===== config.mk =====
export PLATFORM = sky130hd
export DESIGN_NAME = pc_gen_unit
export DESIGN_NICKNAME = d
export VERILOG_FILES = /design/src/rtl/pc_gen_unit.sv
export SDC_FILE = /design/constraint.sdc
export NUM_CORES = 1
export LEC_CHECK = 0
export BUFFER_PORTS_ARGS = -buffer_cell sky130_fd_sc_hd__buf_2
export CAP_MARGIN = 0
export CORE_ASPECT_RATIO = 1.2
export CORE_MARGIN = 3
export CORE_UTILIZATION = 57
export DETAILED_ROUTE_END_ITERATION = 10
export HOLD_SLACK_MARGIN = 0.03
export PLACE_DENSITY = 0.88
export SLEW_MARGIN = 15
export SYNTH_ARGS = -nofsm -noshare
export SYNTH_HDL_FRONTEND = slang
export SYNTH_SLANG_ARGS = --single-unit

===== constraint.sdc =====
create_clock -name clk -period 5.3 [get_ports clk]
set_clock_uncertainty 0.15 [all_clocks]
set_input_delay 0.265 -clock clk [delete_from_list [all_inputs] [get_ports clk]]
set_output_delay 0.265 -clock clk [all_outputs]
set_load 0.03 [all_outputs]

===== src/rtl/pc_gen_unit.sv =====
// Program-counter generator: boot/run/halt/trap sequencing, sequential advance and branch/jalr redirects.
// Optional misaligned-target trap is enabled by defining PC_MISALIGN_TRAP_EN.
module pc_gen_unit #(
  parameter int unsigned     XLEN         = 32,
  parameter logic [XLEN-1:0] RESET_VECTOR = '0,
  parameter logic [XLEN-1:0] TRAP_VECTOR  = XLEN'(32'h0000_0100),
  parameter int unsigned     STEP         = 4
) (
  input  logic            clk,
  input  logic            areset,
  input  logic            en,
  input  logic            halt,
  input  logic            fetch_ready,
  input  logic            redirect_valid,
  input  logic            redirect_sel,
  input  logic [XLEN-1:0] redirect_pc,
  input  logic [XLEN-1:0] imm_ext,
  input  logic [XLEN-1:0] rs1,
  output logic [XLEN-1:0] pc,
  output logic            fetch_valid,
  output logic            fetch_kill,
  output logic            trap_valid,
  output logic [XLEN-1:0] trap_addr,
  output logic            halted
);

`ifdef PC_MISALIGN_TRAP_EN
  localparam bit TRAP_EN = 1'b1;
`else
  localparam bit TRAP_EN = 1'b0;
`endif

  typedef enum logic [1:0] {BOOT, RUN, HALT, TRAP} state_t;

  state_t          state;
  logic [XLEN-1:0] raw_target;
  logic [XLEN-1:0] target;
  logic            trap_hit;
  logic            trap_valid_q;
  logic [XLEN-1:0] trap_addr_q;

  always_comb begin
    raw_target = '0;
    if (redirect_sel)
      raw_target = (rs1 + imm_ext) & ~XLEN'(1);
    else
      raw_target = redirect_pc + imm_ext;
    // With the trap disabled the low two bits are simply dropped instead of faulting.
    target   = TRAP_EN ? raw_target : (raw_target & ~XLEN'(3));
    trap_hit = TRAP_EN && redirect_valid && raw_target[1];
  end

  always_ff @(posedge clk or posedge areset) begin
    if (areset) begin
      state        <= BOOT;
      pc           <= RESET_VECTOR;
      fetch_valid  <= 1'b0;
      fetch_kill   <= 1'b0;
      trap_valid_q <= 1'b0;
      trap_addr_q  <= '0;
      halted       <= 1'b0;
    end else begin
      fetch_kill   <= 1'b0;
      trap_valid_q <= 1'b0;
      case (state)
        BOOT: begin
          state       <= RUN;
          fetch_valid <= 1'b1;
          halted      <= 1'b0;
        end
        RUN, HALT: begin
          if (trap_hit) begin
            state        <= TRAP;
            pc           <= TRAP_VECTOR;
            trap_valid_q <= 1'b1;
            trap_addr_q  <= target;
            fetch_valid  <= 1'b0;
            halted       <= 1'b0;
          end else begin
            if (redirect_valid) begin
              pc         <= target;
              fetch_kill <= 1'b1;
            end else if (!halt && fetch_valid && fetch_ready && en) begin
              pc <= pc + XLEN'(STEP);
            end
            state       <= halt ? HALT : RUN;
            fetch_valid <= !halt;
            halted      <= halt;
          end
        end
        TRAP: begin
          state       <= halt ? HALT : RUN;
          fetch_valid <= !halt;
          halted      <= halt;
        end
        default: begin
          state       <= BOOT;
          fetch_valid <= 1'b0;
          halted      <= 1'b0;
        end
      endcase
    end
  end

  assign trap_valid = TRAP_EN && trap_valid_q;
  assign trap_addr  = TRAP_EN ? trap_addr_q : '0;

endmodule


==> results of run 1 <==
cells in the mapped netlist, drive strengths merged (5+ instances only):
cell | n | area, um2
a211oi | 9 | 77.57
a21o | 16 | 120.1
a21oi | 76 | 391.6
a31oi | 17 | 106.4
and3 | 18 | 116.4
buf | 42 | 294.0
clkbuf | 13 | 78.83
dfrtp | 33 | 825.8
ha | 62 | 775.7
inv | 19 | 71.32
nand2 | 57 | 214.0
nand2b | 8 | 50.05
nand3 | 27 | 140.1
nand4 | 12 | 75.07
nor2 | 62 | 232.7
nor3 | 17 | 90.09
o21a | 9 | 67.56
o21ai | 60 | 315.3
o21bai | 7 | 56.30
o221ai | 8 | 70.07
or3 | 5 | 31.28
xnor2 | 30 | 262.8
xor2 | 19 | 166.4
worst max-delay path, stage by stage:
cell,delay [ns]
buf_2,0.12
ha_1,0.31
a21oi_1,0.18
a21oi_1,0.12
o21ai_1,0.35
a21oi_1,0.20
o41ai_4,0.40
o21ai_1,0.20
a31oi_1,0.23
xor2_1,0.20
o221ai_1,0.16
cells in the final DEF, fill, tap and decap left out, types with 9 or more instances in the layout:
master and n:
a21o_1 16, a21oi_1 73, a31oi_1 17, and3_1 15
buf_2 135, conb_1 35, dfrtp_1 33, ha_1 62
inv_1 19, nand2_1 57, nand3_1 26, nand4_1 12
nor2_1 62, nor3_1 16, o21a_1 9, o21ai_0 49
xnor2_1 30, xor2_1 19
path summary, 6_finish.rpt:
kind	start	to	slack [ns]	cells after the start
min in group asynchronous	areset	pc[31]$_DFFE_PP0P_	0.46	4
worst min register to register	pc[12]$_DFFE_PP0P_	pc[12]$_DFFE_PP0P_	0.39	1
worst max register to register	pc[2]$_DFFE_PP0P_	pc[26]$_DFFE_PP0P_	2.64	9
worst max-delay path	imm_ext[2]	pc[28]$_DFFE_PP0P_	2.56	11
worst min-delay path	redirect_pc[31]	pc[31]$_DFFE_PP0P_	0.17	4
max in group asynchronous	areset	pc[15]$_DFFE_PP0P_	4.24	4
final cells by class:
cell class | count | area [um2]
clock buffer | 6 | 72.57
clock inverter | 2 | 10.01
fill | 810 | 3038
inverter | 21 | 78.83
multi-input combinational | 633 | 4195
sequential | 33 | 825.8
tap | 120 | 150.1
timing repair buffer | 139 | 710.7
metrics by stage:
step	cells	hold slack, ns	area, um2	setup slack [ns]	util (%)
finish	954	0.1673	6043	2.557	66.55
global placement	944	0.2267	5941	2.359	65.42
detailed placement	944	0.2320	5941	2.296	65.42
CTS	954	0.1568	6043	2.605	66.55
global route	954	0.1940	6043	2.338	66.55
floorplan	743	0.2142	5479	2.777	-
cell families (layout without fill, tap and decap cells):
logic type / after synthesis / in the layout / share of synthesized area (%)
AOI/OAI and AO/OA: 250 / 250 / 31.03
and+or+nand+nor: 232 / 232 / 21.37
buffers and inverters: 77 / 168 / 8.628
adders and majority gates: 62 / 62 / 14.50
xor gates and xnor gates: 49 / 49 / 8.020
DFF: 33 / 33 / 15.43
muxes: 5 / 5 / 0.9586
other: 1 / 35 / 0.07008
sequential cells by signal, summed over array words and instances, names as in the netlist:
name and count:
pc 30, fetch_kill 1, state 1, halted 1
routing by layer:
| layer | wire, um | share of wire (%) |
|---|---|---|
| met2 | 7773 | 48 |
| met3 | 1198 | 7.4 |
| met1 | 6471 | 40 |
| met5 | 0 | 0 |
| met4 | 785 | 4.8 |
timing repair:
item / CTS / global route
endpoints found under the hold margin: 34 / 0
setup buffers: 0 / 0
hold buffers: 2 / 0
power by group through the flow:
| stage | clock [mW] | sequential (mW) | combinational [mW] |
|---|---|---|---|
| floorplan | 0 | 0.596 | 0.547 |
| finish | 0.186 | 0.459 | 0.970 |
| global placement | 0 | 0.449 | 0.939 |
| CTS | 0.189 | 0.452 | 0.961 |
| global route | 0.199 | 0.472 | 1.05 |
| detailed placement | 0 | 0.456 | 0.954 |
==> metrics.yaml, run 1 <==
run_status:
  status: "completed"
grt:
  grt_overflow: 0
  grt_use_met1_pct: 35.52
  grt_max_degree: 51
  grt_pass1_vias: 5449
  grtUsageTotal_pct: 29.29
  grt_use_met2_pct: 50.66
  grt.busiest_layer: "met2"
  met3_usage_pct: 3.016
  grt_pass1_wl_mm: 25.27
  antenna_found_initial: 0
sta:
  worst-slew-pin-transition_ns: 0.8566
  worst_slew_margin_rel_pct: 42.89
  fin_crit_sh_pct: 51.76
  hold_viol_final: 0
  finalMaxSlewViolations: 0
  rsz0062_at_grt: "false"
  clock.fmax_mhz: 364.6
  post-route-min-period_ns: 2.743
  finalSetupViolCount: 0
  tns_ns: 0
synthesis:
  ys_types: 79
  ys.flop_type: "dfrtp_1"
  synth_cells: 709
  ys_seq_area_share_pct: 15.43
  ys_warn_count: 0
  syn_area_um2: 5351
  synth_edf_count: 0
  synth_area_per_cell_um2: 7.548
  synth-async-reset-ratio_pct: 100.0
  ys_ff_latch: 33
power:
  p_clk_share_pct: 11.5
  switching_share_pct: 52.31
  netSwitchingPower_mw: 0.8446
  powerDensity_nw_per_um2: 267.2
  p_seq_share_pct: 28.4
  ir_worst_vdd_mv: 0.1258
  p_int_mw: 0.7700
  p_comb_share_pct: 60.1
  power_mw: 1.615
  leakage_nw: 2.810
setup_path:
  path_max_fanout: 3
  worstSetupStartpointType: "input port"
  crit_required_ns: 5.31
  cp-end-kind: "register"
  setup.worst_path.class: "input port to register"
  arrival_ns: 2.75
detailed_routing:
  wl_per_cell_um: 17.01
  vias_per_cell: 6.229
  totalWireLength_mm: 16.23
  vias: 5942
  dr.pass1.iters: 8
  drt_drc_violations_left: 0
  postRouteAntennaNets: 0
  drtIter0Drc: 489
clocking:
  cts_tree: "built"
  htreeDepth: 2
  clockRootBuffer: "clkbuf_8"
  ctsLongestPathBuffers: 2
  insertion_delay_ns: 0.29
  clk_pin_slew_worst_paths_ns: 0.07
  numCtsBuffers: 5
  ctsResizeCount: 0
  cts.sinks: 33
floorplan:
  fp.dieH_um: 112.1
  io-pin-count: 171
  rows: 38
  core_um2: 9081
  die-width_um: 94.45
  die_area_um2: 10590
  initial_core_util_pct: 58.93
cells_and_area:
  num_antenna_cells: 0
  drive_gt1_share_pct: 20.98
  area.growth.synth_to_final_pct: 12.93
  finalNetCount: 998
job:
  cap_violations: 0
min_path:
  holdCritPathClass: "input port to register"
place:
  port_buffers: 135
  place.gp.congestion: 0.9858
  dp_hpwl_mm: 13.18
Note: power is estimated with default switching activity, not from simulation.
==> inputs of run 2 (changes only) <==
- ABC_AREA: not set -> 1
- PLACE_DENSITY: 0.88 -> 0.84
- clock period: 5.3 -> 2.85 ns (I/O delays scaled with it)
==> run 2 against run 1 <==
  * Via count is 52% higher
  * Largest cell class unchanged
  * Non-clock buffer count is 5 higher
  * Worst hold slack better by 0.028 ns
  * Final cell count is 77% higher
  * Sequential cell count stayed put
  * Synthesized area is 38% higher
  * Clock-buffer cell count is 1 higher
==> metrics.yaml, run 2 <==
run_status:
  status: "completed"
sta:
  rsz0062_at_grt: "false"
  worst_slew_margin_rel_pct: 50.43
  finalMaxSlewViolations: 0
  tns_ns: 0
  worst-slew-pin-transition_ns: 0.7427
  hold_viol_final: 0
  fin_crit_sh_pct: 76.40
  clock.fmax_mhz: 459.2
  post-route-min-period_ns: 2.178
  finalSetupViolCount: 0
power:
  p_comb_share_pct: 60.2
  p_int_mw: 1.752
  leakage_nw: 5.167
  p_seq_share_pct: 22.9
  ir_worst_vdd_mv: 0.5842
  powerDensity_nw_per_um2: 446.8
  switching_share_pct: 52.83
  power_mw: 3.715
  p_clk_share_pct: 16.9
  netSwitchingPower_mw: 1.962
synthesis:
  yosys.area.top_type: "nand2_1"
  yosysMostFrequentCell: "nand2_1"
  synthTopCellsByCount: "539 x nand2_1, 251 x inv_1, 112 x nor2_1"
  synth-async-reset-ratio_pct: 100.0
  ys_ff_latch: 33
  synth_area_per_cell_um2: 5.292
  synth_top_cell_area_share_pct: 27.35
  synth_cells: 1398
  ys_warn_count: 0
  synth_edf_count: 0
  ys_types: 46
  synthTopCellsByArea: "nand2_1 27%, inv_1 13%, dfrtp_1 11%"
  ys_seq_area_share_pct: 11.16
  ys.flop_type: "dfrtp_1"
  syn_area_um2: 7398
cells_and_area:
  layout_common_cells: "539 x nand2_1, 251 x inv_1, 135 x buf_2"
  drive_gt1_share_pct: 11.36
  finish.utilization_pct: 67.11
  final_cells: 1693
  regMostFlops: "pc"
  finalNetCount: 1696
  num_antenna_cells: 0
  largest_reg_flops: 30
  area.growth.synth_to_final_pct: 12.36
  final_cell_area_um2: 8313
  mostFrequentLayoutCell: "nand2_1"
setup_path:
  worstSetupStartpointType: "register"
  cp_slowest_cell: "nand2_1"
  arrival_ns: 2.20
  path_buf_inv: 3
  crit_chain: "inv_1, ha_1, nand2_1, nand2_1, clkinv_1, buf_4, a21oi_1, a21oi_2"
  max_stage_delay_ns: 0.43
  cp-end-kind: "register"
  cp_common_cell: "nand2_1"
  cp_top_family: "simple AND/OR/NAND/NOR gates"
  setup.worst_path.class: "register to register"
  path_max_fanout: 26
  crit_required_ns: 2.87
grt:
  grt_overflow: 0
  grt_pass1_vias: 8095
  grt_max_degree: 40
  grtUsageTotal_pct: 32.75
  grt_pass1_wl_mm: 37.62
  antenna_found_initial: 0
clocking:
  cts_setup_buffers: 0
  clk_pin_slew_worst_paths_ns: 0.05
  cts.sinks: 33
  numCtsBuffers: 5
  ctsLongestPathBuffers: 2
  ctsResizeCount: 0
  htreeDepth: 2
  postCtsHoldBufs: 2
  cts_tree: "built"
  insertion_delay_ns: 0.28
  clockRootBuffer: "clkbuf_16"
floorplan:
  fp.dieH_um: 130.8
  die_area_um2: 14390
  initial_core_util_pct: 59.73
  rows: 44
  io-pin-count: 171
  core_um2: 12390
  die-width_um: 110
place:
  dpl.cell_count: 1683
  dp_hpwl_mm: 19.68
  dpl_cell_area_um2: 8120
  port_buffers: 135
  place.gp.congestion: 1.038
job:
  cap_violations: 0
detailed_routing:
  vias_per_cell: 5.328
  dr.pass1.iters: 7
  wl_per_cell_um: 13.96
  vias: 9021
  postRouteAntennaNets: 0
  totalWireLength_mm: 23.64
  drt_drc_violations_left: 0
  drtIter0Drc: 830
min_path:
  holdCritPathClass: "input port to register"
==> run 2: changes by cell type after synthesis, moves of 10 or more <==
cell	delta
nand3b_1	+13
a21o_1	-14
and3_1	-14
nand3_1	+58
nor2_1	+50
a21oi_1	+29
inv_1	+232
xnor2_1	-23
nand2_1	+482
o21ai_0	-10
a31oi_1	-16
==> run 2: worst register-to-register path, cell delays in order (launching register included) <==
cell      delay (ns)
dfrtp_1         0.37
inv_1           0.05
ha_1            0.30
nand2_1         0.07
nand2_1         0.43
clkinv_1        0.13
buf_4           0.25
a21oi_1         0.23
a21oi_2         0.09
==> run 2: cell type report <==
class | count | area, um2
multi-input combinational | 1094 | 5415
fill | 1233 | 4074
inverter | 253 | 949.7
sequential | 33 | 825.8
timing repair buffer | 144 | 748.2
tap | 161 | 201.4
clock buffer | 7 | 142.6
clock inverter | 1 | 30.03
==> run 2: path summary, 6_finish.rpt <==
check | start | endpoint | slack (ns) | depth (start not counted)
worst max-delay path | state[0]$_DFF_PP0_ | pc[24]$_DFFE_PP0P_ | 0.67 | 8
worst min-delay path | redirect_valid | pc[31]$_DFFE_PP0P_ | 0.20 | 3
worst max register to register | state[0]$_DFF_PP0_ | pc[24]$_DFFE_PP0P_ | 0.67 | 8
worst min register to register | pc[31]$_DFFE_PP0P_ | pc[31]$_DFFE_PP0P_ | 0.42 | 2
max in group asynchronous | areset | pc[18]$_DFFE_PP0P_ | 1.89 | 4
min in group asynchronous | areset | pc[28]$_DFFE_PP0P_ | 0.35 | 4
==> run 2: cell families (layout without fill, tap and decap cells) <==
group / after synthesis / count (layout) / synth area share, %
xor+xnor: 29 / 29 / 3.535
buf+inv: 305 / 405 / 17.37
simple gates: 803 / 803 / 45.41
compound gates: 165 / 165 / 11.99
fa+ha+maj: 62 / 62 / 10.49
flops: 33 / 33 / 11.16
other cells: 1 / 35 / 0.05069
==> run 2: metrics by stage <==
step                hold WS (ns)  setup slack [ns]
finish                    0.1958            0.6725
global placement          0.1062            0.6004
global route              0.2328            0.5190
floorplan                 0.1214            0.8901
CTS                       0.1934            0.6895
detailed placement        0.1080            0.5173
==> run 2: power by group through the flow <==
stage          Sequential [mW]  Combinational, mW  Clock, mW
3_3_place_gp             0.837               2.15          0
4_1_cts                  0.839               2.20      0.635
2_1_floorplan             1.09               1.36          0
3_5_place_dp             0.845               2.18          0
6_report                 0.849               2.24      0.629
5_1_grt                  0.867               2.49      0.651
==> run 2: metal layers <==
metal  wire [um]  track usage, %  vias up
li1            -               -     4561
met1        9623           40.91     3977
met2       11400           57.50      421
met3        1694           3.096       62
met4         918           12.99        0
met5           0               0        -
==> inputs of run 3 (changes only) <==
- ABC_AREA: 1 -> 0
- CORE_UTILIZATION: 57 -> 53
- PLACE_DENSITY: 0.84 -> 0.83
- clock period: 2.85 -> 2.3 ns (I/O delays scaled with it)
==> run 3 against run 2 <==
  * The flow now finishes with violations (design-rule violations, negative setup slack)
  * Worst hold slack worse by 0.13 ns
  * First-iteration DRC count is 29% higher
  * Register-to-register slack got worse by 0.96 ns
  * Utilization up 14 points
  * Final cell count is 34% lower
  * Critical path depth unchanged
==> metrics.yaml, run 3 (synthesis results as in run 1) <==
floorplan:
  die-width_um: 97.73
  io-pin-count: 171
  core_um2: 9662
  rows: 39
  initial_core_util_pct: 55.39
  fp.dieH_um: 116.1
  die_area_um2: 11340
sta:
  hold_viol_final: 0
  setup_ws_ns: -0.2919
  worst_slew_margin_rel_pct: 66.56
  finalSetupViolCount: 16
  clock.fmax_mhz: 385.8
  hold_ws_ns: 0.07017
  post-route-min-period_ns: 2.592
  tns_ns: -1.714
  finalMaxSlewViolations: 0
  worst-slew-pin-transition_ns: 0.4954
  fin_crit_sh_pct: 112.7
  rsz0062_at_grt: "true"
grt:
  grt_overflow: 0
  grt_pass1_vias: 6525
  grt_pass1_wl_mm: 29.97
  antenna_found_initial: 0
  grtUsageTotal_pct: 31.96
  grt_max_degree: 34
power:
  netSwitchingPower_mw: 2.380
  p_seq_share_pct: 21.2
  switching_share_pct: 49.83
  leakage_nw: 3.669
  power_mw: 4.776
  p_comb_share_pct: 65.1
  powerDensity_nw_per_um2: 608.4
  ir_worst_vdd_mv: 0.4095
  p_clk_share_pct: 13.7
  p_int_mw: 2.396
run_status:
  violations: "design-rule violations, negative setup slack"
  status: "finished with violations"
detailed_routing:
  vias_per_cell: 6.698
  dr.pass1.iters: 11
  postRouteAntennaNets: 0
  drt_drc_violations_left: 37
  wl_per_cell_um: 21.42
  totalWireLength_mm: 23.84
  vias: 7455
  drtIter0Drc: 1071
job:
  cap_violations: 0
place:
  place.gp.congestion: 0.9581
  dpl_cell_area_um2: 7069
  dp_hpwl_mm: 15.13
  port_buffers: 135
setup_path:
  cp-end-kind: "register"
  max_stage_delay_ns: 0.45
  setup.worst_path.class: "register to register"
  cp_top_family: "simple AND/OR/NAND/NOR gates"
  cp_common_cell: "o21ai_0"
  arrival_ns: 2.64
  path_max_fanout: 6
  path_buf_inv: 0
  crit_chain: "nand4_1, nor4_4, and3_1, o21ai_0, nor2b_1, a31oi_1, o21ai_0, a21oi_1"
  crit_required_ns: 2.35
  worstSetupStartpointType: "register"
  cp_slowest_cell: "dfrtp_1"
cells_and_area:
  mostFrequentLayoutCell: "buf_4"
  area.growth.synth_to_final_pct: 46.69
  regMostFlops: "pc"
  largest_reg_flops: 30
  finalNetCount: 1154
  num_antenna_cells: 0
  ff_latch_area_um2: 829.5
  multiInputGateArea_um2: 4738
  final_cell_area_um2: 7850
  layout_common_cells: "157 x buf_4, 131 x buf_2, 60 x nor2_1"
  nFillCells: 606
  drive_gt1_share_pct: 41.11
clocking:
  clockRootBuffer: "clkbuf_16"
  cts_tree: "built"
  clk_pin_slew_worst_paths_ns: 0.05
  ctsLongestPathBuffers: 2
  insertion_delay_ns: 0.28
  cts.sinks: 33
  numCtsBuffers: 5
  htreeDepth: 2
min_path:
  holdCritPathClass: "input port to register"
-- run 3: cell type report --
| type | instances | area share (%) |
|---|---|---|
| Clock inverter | 2 | 0.1275 |
| Tap cell | 123 | 1.960 |
| Sequential cell | 33 | 10.57 |
| Multi-Input combinational cell | 633 | 60.36 |
| Clock buffer | 6 | 1.642 |
| Timing Repair Buffer | 295 | 24.34 |
| Inverter | 21 | 1.004 |
-- run 3: worst min-delay path, delay by kind of cell --
family	cells	cell delay [ns]
compound gates	1	0.06
buf+inv	1	0.10
xor+xnor	1	0.10
simple gates	1	0.08
-- run 3: per-stage QoR --
stage	util, %	std cells	setup slack (ns)
2_1_floorplan	-	743	-0.01744
3_3_place_gp	73.17	1094	-0.3970
3_5_place_dp	73.17	1094	-0.5156
4_1_cts	75.64	1106	-0.08810
5_1_grt	81.25	1113	-0.4632
6_report	81.25	1113	-0.2919
-- run 3: timing repair --
item                                   CTS  global route
gates cloned                             0             0
setup buffers                            2             8
hold buffers                             2             0
endpoints found under the hold margin   35             0
setup endpoints to repair               14            23
pin swaps                                4            41
resized for setup                       12            90
-- run 3: power by group through the flow --
stage          sequential (mW)  combinational, mW  clock, mW
6_report                  1.01               3.11      0.656
5_1_grt                   1.03               3.26      0.667
4_1_cts                  0.985               2.71      0.644
3_5_place_dp             0.994               2.66          0
3_3_place_gp             0.988               2.59          0
2_1_floorplan             1.38               1.26          0
-- run 3: routing by layer --
layer	wire length (um)	GRT usage, %	vias up
met5	0	0	-
met1	7743	35.34	3303
met3	2642	4.997	282
met2	11010	59.26	734
li1	-	-	3136
met4	2442	16.62	0
-- run 3: path summary, 6_finish.rpt --
check	startpoint	to	slack, ns	depth (start not counted)
min reg2reg	pc[3]$_DFFE_PP0P_	pc[3]$_DFFE_PP0P_	0.39	2
max in group asynchronous	areset	state[0]$_DFF_PP0_	1.33	4
max	pc[22]$_DFFE_PP0P_	pc[27]$_DFFE_PP0P_	-0.29	8
min	redirect_pc[31]	pc[31]$_DFFE_PP0P_	0.07	4
max reg2reg	pc[22]$_DFFE_PP0P_	pc[27]$_DFFE_PP0P_	-0.29	8
min in group asynchronous	areset	pc[4]$_DFFE_PP0P_	0.32	4
